### config.mk
export PLATFORM = sky130hd
export DESIGN_NAME = fetch_seq_ctrl
export DESIGN_NICKNAME = d
export VERILOG_FILES = /design/src/rtl/fetch_seq_ctrl_pkg.sv /design/src/rtl/fetch_seq_ctrl_tgt_latch.sv /design/src/rtl/fetch_seq_ctrl.sv
export SDC_FILE = /design/constraint.sdc
export NUM_CORES = 1
export LEC_CHECK = 0
export BUFFER_PORTS_ARGS = -buffer_cell sky130_fd_sc_hd__buf_4
export CAP_MARGIN = 20
export CORE_UTILIZATION = 45
export DETAILED_ROUTE_END_ITERATION = 16
export PLACE_DENSITY = 0.74
export SETUP_SLACK_MARGIN = 0.15
export SLEW_MARGIN = 20
export SYNTH_ARGS = -nofsm -noshare
export SYNTH_HDL_FRONTEND = slang
export SYNTH_HIERARCHICAL = 1
export SYNTH_SLANG_ARGS = --single-unit
### constraint.sdc
create_clock -name clk -period 2.28 [get_ports clk]
set_clock_uncertainty 0.1 [all_clocks]
set_input_delay 0.114 -clock clk [delete_from_list [all_inputs] [get_ports clk]]
set_output_delay 0.114 -clock clk [all_outputs]
set_load 0.01 [all_outputs]
### src/rtl/fetch_seq_ctrl_pkg.sv
`default_nettype none
// ============================================================================
// Module      : fetch_seq_ctrl_pkg
// Description : Shared state encodings and reset constants for the fetch
//               sequencer.
// Revision    : 1.0 - initial release
// ============================================================================
package fetch_seq_ctrl_pkg;

    localparam logic [0:0]  S_FETCH    = 1'b0;
    localparam logic [0:0]  S_HOLD     = 1'b1;

    localparam logic [31:0] c_reset_pc = 32'h0000_3000;
    localparam logic [31:0] c_nop_word = 32'h0000_0000;

endpackage
`default_nettype wire

### src/rtl/fetch_seq_ctrl_tgt_latch.sv
`default_nettype none
// ============================================================================
// Module      : fetch_tgt_latch
// Description : Holds the D-stage redirect target and annul flag across fetch
//               wait states so a delay slot still lands on the right target.
// Revision    : 1.0 - initial release
// ============================================================================
module fetch_tgt_latch (
    input  logic        clk,
    input  logic        reset_n,
    input  logic        i_capture,
    input  logic        i_clear,
    input  logic [31:0] i_npc,
    input  logic        i_annul,
    output logic [31:0] o_tgt,
    output logic        o_tgt_vld,
    output logic        o_annul
);

    logic [31:0] r_tgt;
    logic        r_tgt_vld;
    logic        r_annul;

    // First capture wins: later wait cycles see a bubble in D, not the branch.
    always_ff @(posedge clk) begin
        if (!reset_n) begin
            r_tgt     <= '0;
            r_tgt_vld <= 1'b0;
            r_annul   <= 1'b0;
        end else if (i_clear) begin
            r_tgt_vld <= 1'b0;
            r_annul   <= 1'b0;
        end else if (i_capture && !r_tgt_vld) begin
            r_tgt     <= i_npc;
            r_annul   <= i_annul;
            r_tgt_vld <= 1'b1;
        end
    end

    assign o_tgt     = r_tgt;
    assign o_tgt_vld = r_tgt_vld;
    assign o_annul   = r_annul;

endmodule
`default_nettype wire

### src/rtl/fetch_seq_ctrl.sv
`default_nettype none
// ============================================================================
// Module      : fetch_seq_ctrl
// Description : Fetch sequencer owning the PC, the instruction-memory request
//               handshake and the F/D enable/nop controls. Define
//               FETCH_PERF_EN to add saturating performance counters.
// Revision    : 1.0 - initial release
// ============================================================================
module fetch_seq_ctrl
    import fetch_seq_ctrl_pkg::*;
#(
    parameter logic [31:0] RESET_PC = c_reset_pc,
    parameter logic [31:0] NOP_WORD = c_nop_word
) (
    input  logic        clk,
    input  logic        reset_n,
    input  logic        stall_i,
    input  logic [31:0] npc_i,
    input  logic        annul_i,
    output logic        im_req_o,
    output logic [31:0] im_addr_o,
    input  logic        im_ready_i,
    input  logic [31:0] im_rdata_i,
    output logic [31:0] F_pc_o,
    output logic [31:0] F_instr_o,
    output logic        fd_en_o,
    output logic        fd_nop_o
`ifdef FETCH_PERF_EN
    ,
    output logic [31:0] perf_stall_o,
    output logic [31:0] perf_bubble_o,
    output logic [31:0] perf_annul_o
`endif
);

    logic [0:0]  r_state;
    logic [31:0] r_pc;
    logic [31:0] r_buf;

    logic        w_avail;
    logic        w_capture;
    logic        w_clear;
    logic [31:0] w_tgt;
    logic        w_tgt_vld;
    logic        w_tgt_annul;
    logic [31:0] w_next_pc;
    logic        w_kill;

    assign w_avail   = ((r_state == S_FETCH) && im_ready_i) || (r_state == S_HOLD);
    assign w_capture = reset_n && !stall_i && !w_avail;
    assign w_clear   = reset_n && !stall_i && w_avail;
    assign w_next_pc = w_tgt_vld ? w_tgt : npc_i;
    assign w_kill    = w_tgt_vld ? w_tgt_annul : annul_i;

    fetch_tgt_latch u_tgt_latch (
        .clk       (clk),
        .reset_n   (reset_n),
        .i_capture (w_capture),
        .i_clear   (w_clear),
        .i_npc     (npc_i),
        .i_annul   (annul_i),
        .o_tgt     (w_tgt),
        .o_tgt_vld (w_tgt_vld),
        .o_annul   (w_tgt_annul)
    );

    // A word returned during a stall is parked in r_buf so it is never re-fetched.
    always_ff @(posedge clk) begin
        if (!reset_n) begin
            r_state <= S_FETCH;
            r_pc    <= RESET_PC;
            r_buf   <= NOP_WORD;
        end else if (stall_i) begin
            if ((r_state == S_FETCH) && im_ready_i) begin
                r_buf   <= im_rdata_i;
                r_state <= S_HOLD;
            end
        end else if (w_avail) begin
            r_pc    <= w_next_pc;
            r_state <= S_FETCH;
        end
    end

    always_comb begin
        im_req_o  = reset_n && (r_state == S_FETCH);
        F_pc_o    = reset_n ? r_pc : RESET_PC;
        im_addr_o = F_pc_o;
        F_instr_o = (r_state == S_HOLD) ? r_buf : im_rdata_i;
        fd_en_o   = !reset_n || !stall_i;
        fd_nop_o  = !reset_n || (!stall_i && (!w_avail || w_kill));
    end

`ifdef FETCH_PERF_EN
    logic [31:0] r_perf_stall;
    logic [31:0] r_perf_bubble;
    logic [31:0] r_perf_annul;
    logic        w_ev_bubble;
    logic        w_ev_annul;

    assign w_ev_bubble = !stall_i && !w_avail;
    assign w_ev_annul  = !stall_i && w_avail && w_kill;

    always_ff @(posedge clk) begin
        if (!reset_n) begin
            r_perf_stall  <= '0;
            r_perf_bubble <= '0;
            r_perf_annul  <= '0;
        end else begin
            if (stall_i && (r_perf_stall != 32'hFFFF_FFFF))
                r_perf_stall <= r_perf_stall + 32'd1;
            if (w_ev_bubble && (r_perf_bubble != 32'hFFFF_FFFF))
                r_perf_bubble <= r_perf_bubble + 32'd1;
            if (w_ev_annul && (r_perf_annul != 32'hFFFF_FFFF))
                r_perf_annul <= r_perf_annul + 32'd1;
        end
    end

    assign perf_stall_o  = r_perf_stall;
    assign perf_bubble_o = r_perf_bubble;
    assign perf_annul_o  = r_perf_annul;
`endif

endmodule
`default_nettype wire

==> out/metrics.cfg <==
[outcome]
status = finished clean

[setup_path]
cpPeakStageDelay_ns = 0.42
cp.required_ns = 2.07
crit_type = reg -> out
cp-end-kind = primary output
worst-r2r-setup-slack_ns = 0.37
crit_path_max_fanout = 34
cp_slowest_cell = mux2_2
timing.rr.start = r_state
worst_r2r_path_depth = 4
r2r-end = r_buf[8]
cp-start-kind = register
crit_chain = buf_4, mux2_2, buf_4
cp.arrival_ns = 1.72
crit_top_cell = buf_4

[timing]
setup_violations = 0
tns_ns = 0
hold_slack_ns = 0.0761
period_minus_slack_ns = 1.93
slew_headroom_pct = 31.0
drv_slew = 0
max_freq_mhz = 517
rsz0062_at_grt = false
hold_violations = 0
worst_pin_slew_ns = 1.03
post-route-period-util_pct = 84.8

[pwr]
swShare_pct = 26.5
p_switching_mw = 0.993
clkPwrFrac_pct = 30.0
power_frac_seq_pct = 49.8
combPwrFrac_pct = 20.2
p_leak_nw = 2.79
power_density_nw_per_um2 = 553
irDropWorstVdd_mv = 0.315
power.internal_mw = 2.75
p_total_mw = 3.74

[finish]
antenna_cells = 0
syn2layout_area_growth_pct = 37.9
fill_cells = 830
drive_above_1_share_pct = 37.4
multi_input_comb_area_um2 = 2410
final_nets = 765
final-seq-area_um2 = 1980

[yosys]
synth_cell_types = 28
yosysWarnings = 6
synth_area_leaders = dfxtp_1, o2bb2ai_2, mux2_2, mux2i_1, nand3_1
yosys.area.top_type_share_pct = 40.3
ys_ff_latch = 99
yosysTopAreaCell = dfxtp_1
syn_inst = 518
syn_area_um2 = 4910
ys_seq_area_share_pct = 40.3
syn_area_per_cell_um2 = 9.49
synth_fp_nets = 587

[die]
io_pins = 168
rows = 37
die_w_um = 106
core_area_um2 = 10500
die_h_um = 106
start_util_pct = 47.0
fp.dieArea_um2 = 11300

[routing]
vias = 4235
drcViolationCount = 0
drt_iter0_markers = 163
wl_um = 12200
wl_per_cell_um = 14.6
postRouteAntennaNets = 0
vias_per_cell = 5.06
dr.pass1.iters = 4

[placed_design]
place_congestion = 0.739
dpl.hpwl_um = 7690
portBuffers = 167

[cts]
clk_latency_ns = 0.35
cts_root_buf = clkbuf_8
cts_resized = 0
post_cts_buffers = 0
cts_buffer_depth = 2
cts_buffers = 9
cts_tree = yes
clkTransAtPathRegs_ns = 0.10
clock_sinks = 99
htreeDepth = 3

[grt]
antenna_found_initial = 0
grt_pass1_wl_um = 19900
grt_max_degree = 115
grt_usage_pct = 21.8
grt_overflow_total = 0
grt_pass1_vias = 4240

[min_path]
hp-class = in -> reg
hold_depth = 3
min_to = r_state
hold_start = reset_n

[run]
drv_cap = 0

[layout by cell type, fill, tap and decap left out, types with 2 or more instances in the layout]
cell / n
o21ai_1: 12
and2_1: 30
a22oi_1: 2
dfxtp_1: 98
clkinv_2: 3
mux2i_1: 33
nand3_1: 64
buf_4: 177
inv_1: 4
nand2_1: 67
nor2_1: 5
o21ai_0: 52
o2bb2ai_4: 3
mux2_2: 33
dlygate4sd3_1: 67
clkbuf_8: 10
o2bb2ai_2: 27
[cell usage after synthesis, drive strengths merged]
| cell type | instances |
|---|---|
| nor3 | 1 |
| o21ai | 66 |
| dfxtp | 99 |
| a22oi | 2 |
| nand2b | 2 |
| o21a | 1 |
| nand3b | 1 |
| nor3b | 1 |
| mux2i | 33 |
| inv | 4 |
| buf | 58 |
| nor2b | 1 |
| o2bb2ai | 30 |
| and2 | 30 |
| clkbuf | 19 |
| nand3 | 64 |
| nor2 | 5 |
| mux2 | 33 |
| nand2 | 67 |
| or2 | 1 |
[area by class of cell]
class / instances / area share (%)
multi-input cells: 338 / 35.6
well taps: 136 / 2.51
clock buffers: 11 / 2.09
flip-flops and latches: 99 / 29.3
inverters: 4 / 0.222
clock inverters: 5 / 0.776
repair buffers: 244 / 29.5
[worst max-delay path, delay by kind of cell (launching register included)]
family                 cells  cell delay [ns]
flip-flops                 1             0.38
buffers and inverters      2             0.56
multiplexers               1             0.42
[registers in the layout, summed over array words and instances, names as in the netlist]
signal                 count
r_state                    1
r_pc                      32
u_tgt_latch/o_annul        1
r_buf                     32
u_tgt_latch/o_tgt_vld      1
u_tgt_latch/o_tgt         32
[stage by stage]
step                instance area (um^2)  util, %  setup WS, ns  instances
finish                              6770     64.7         0.346        837
global route                        6770     64.7         0.160        837
CTS                                 6770     64.7         0.313        837
detailed placement                  5910     56.5         0.374        754
global placement                    5910     56.5         0.519        754
floorplan                           4910        -         0.513        518
[worst max path at each step]
stage,start,to
3_5_place_dp,r_state,r_buf[8]
2_1_floorplan,r_state,u_tgt_latch/o_tgt[15]
3_3_place_gp,r_state,r_buf[20]
6_report,r_state,F_instr_o[19]
4_1_cts,r_state,F_instr_o[19]
5_1_grt,r_state,u_tgt_latch/o_tgt[21]
[per-layer routing]
layer | wire length (um) | global-route usage (%) | share of wire (%)
met5 | 0 | 0 | 0
met1 | 5270 | 27.0 | 43
met3 | 729 | 4.60 | 6.0
met4 | 217 | 8.81 | 1.8
met2 | 5990 | 36.8 | 49
[power groups by stage]
stage | clock [mW] | combinational [mW] | sequential (mW)
2_1_floorplan | 0 | 0.415 | 1.89
3_3_place_gp | 0 | 0.643 | 1.90
3_5_place_dp | 0 | 0.657 | 1.90
4_1_cts | 1.16 | 0.752 | 1.86
5_1_grt | 1.25 | 0.815 | 1.88
6_report | 1.12 | 0.755 | 1.87
[what timing repair did]
item,in CTS,in global routing
endpoints found under the hold margin,98,0
hold buffers,67,0
endpoints found under the setup margin,0,0
[cells by family after synthesis]
logic type | after synthesis | share of synthesized area (%)
compound gates | 99 | 17.3
simple gates | 173 | 17.4
mux | 66 | 14.3
buf+inv | 81 | 10.7
flops | 99 | 40.3
(Power assumes the default switching activity.)
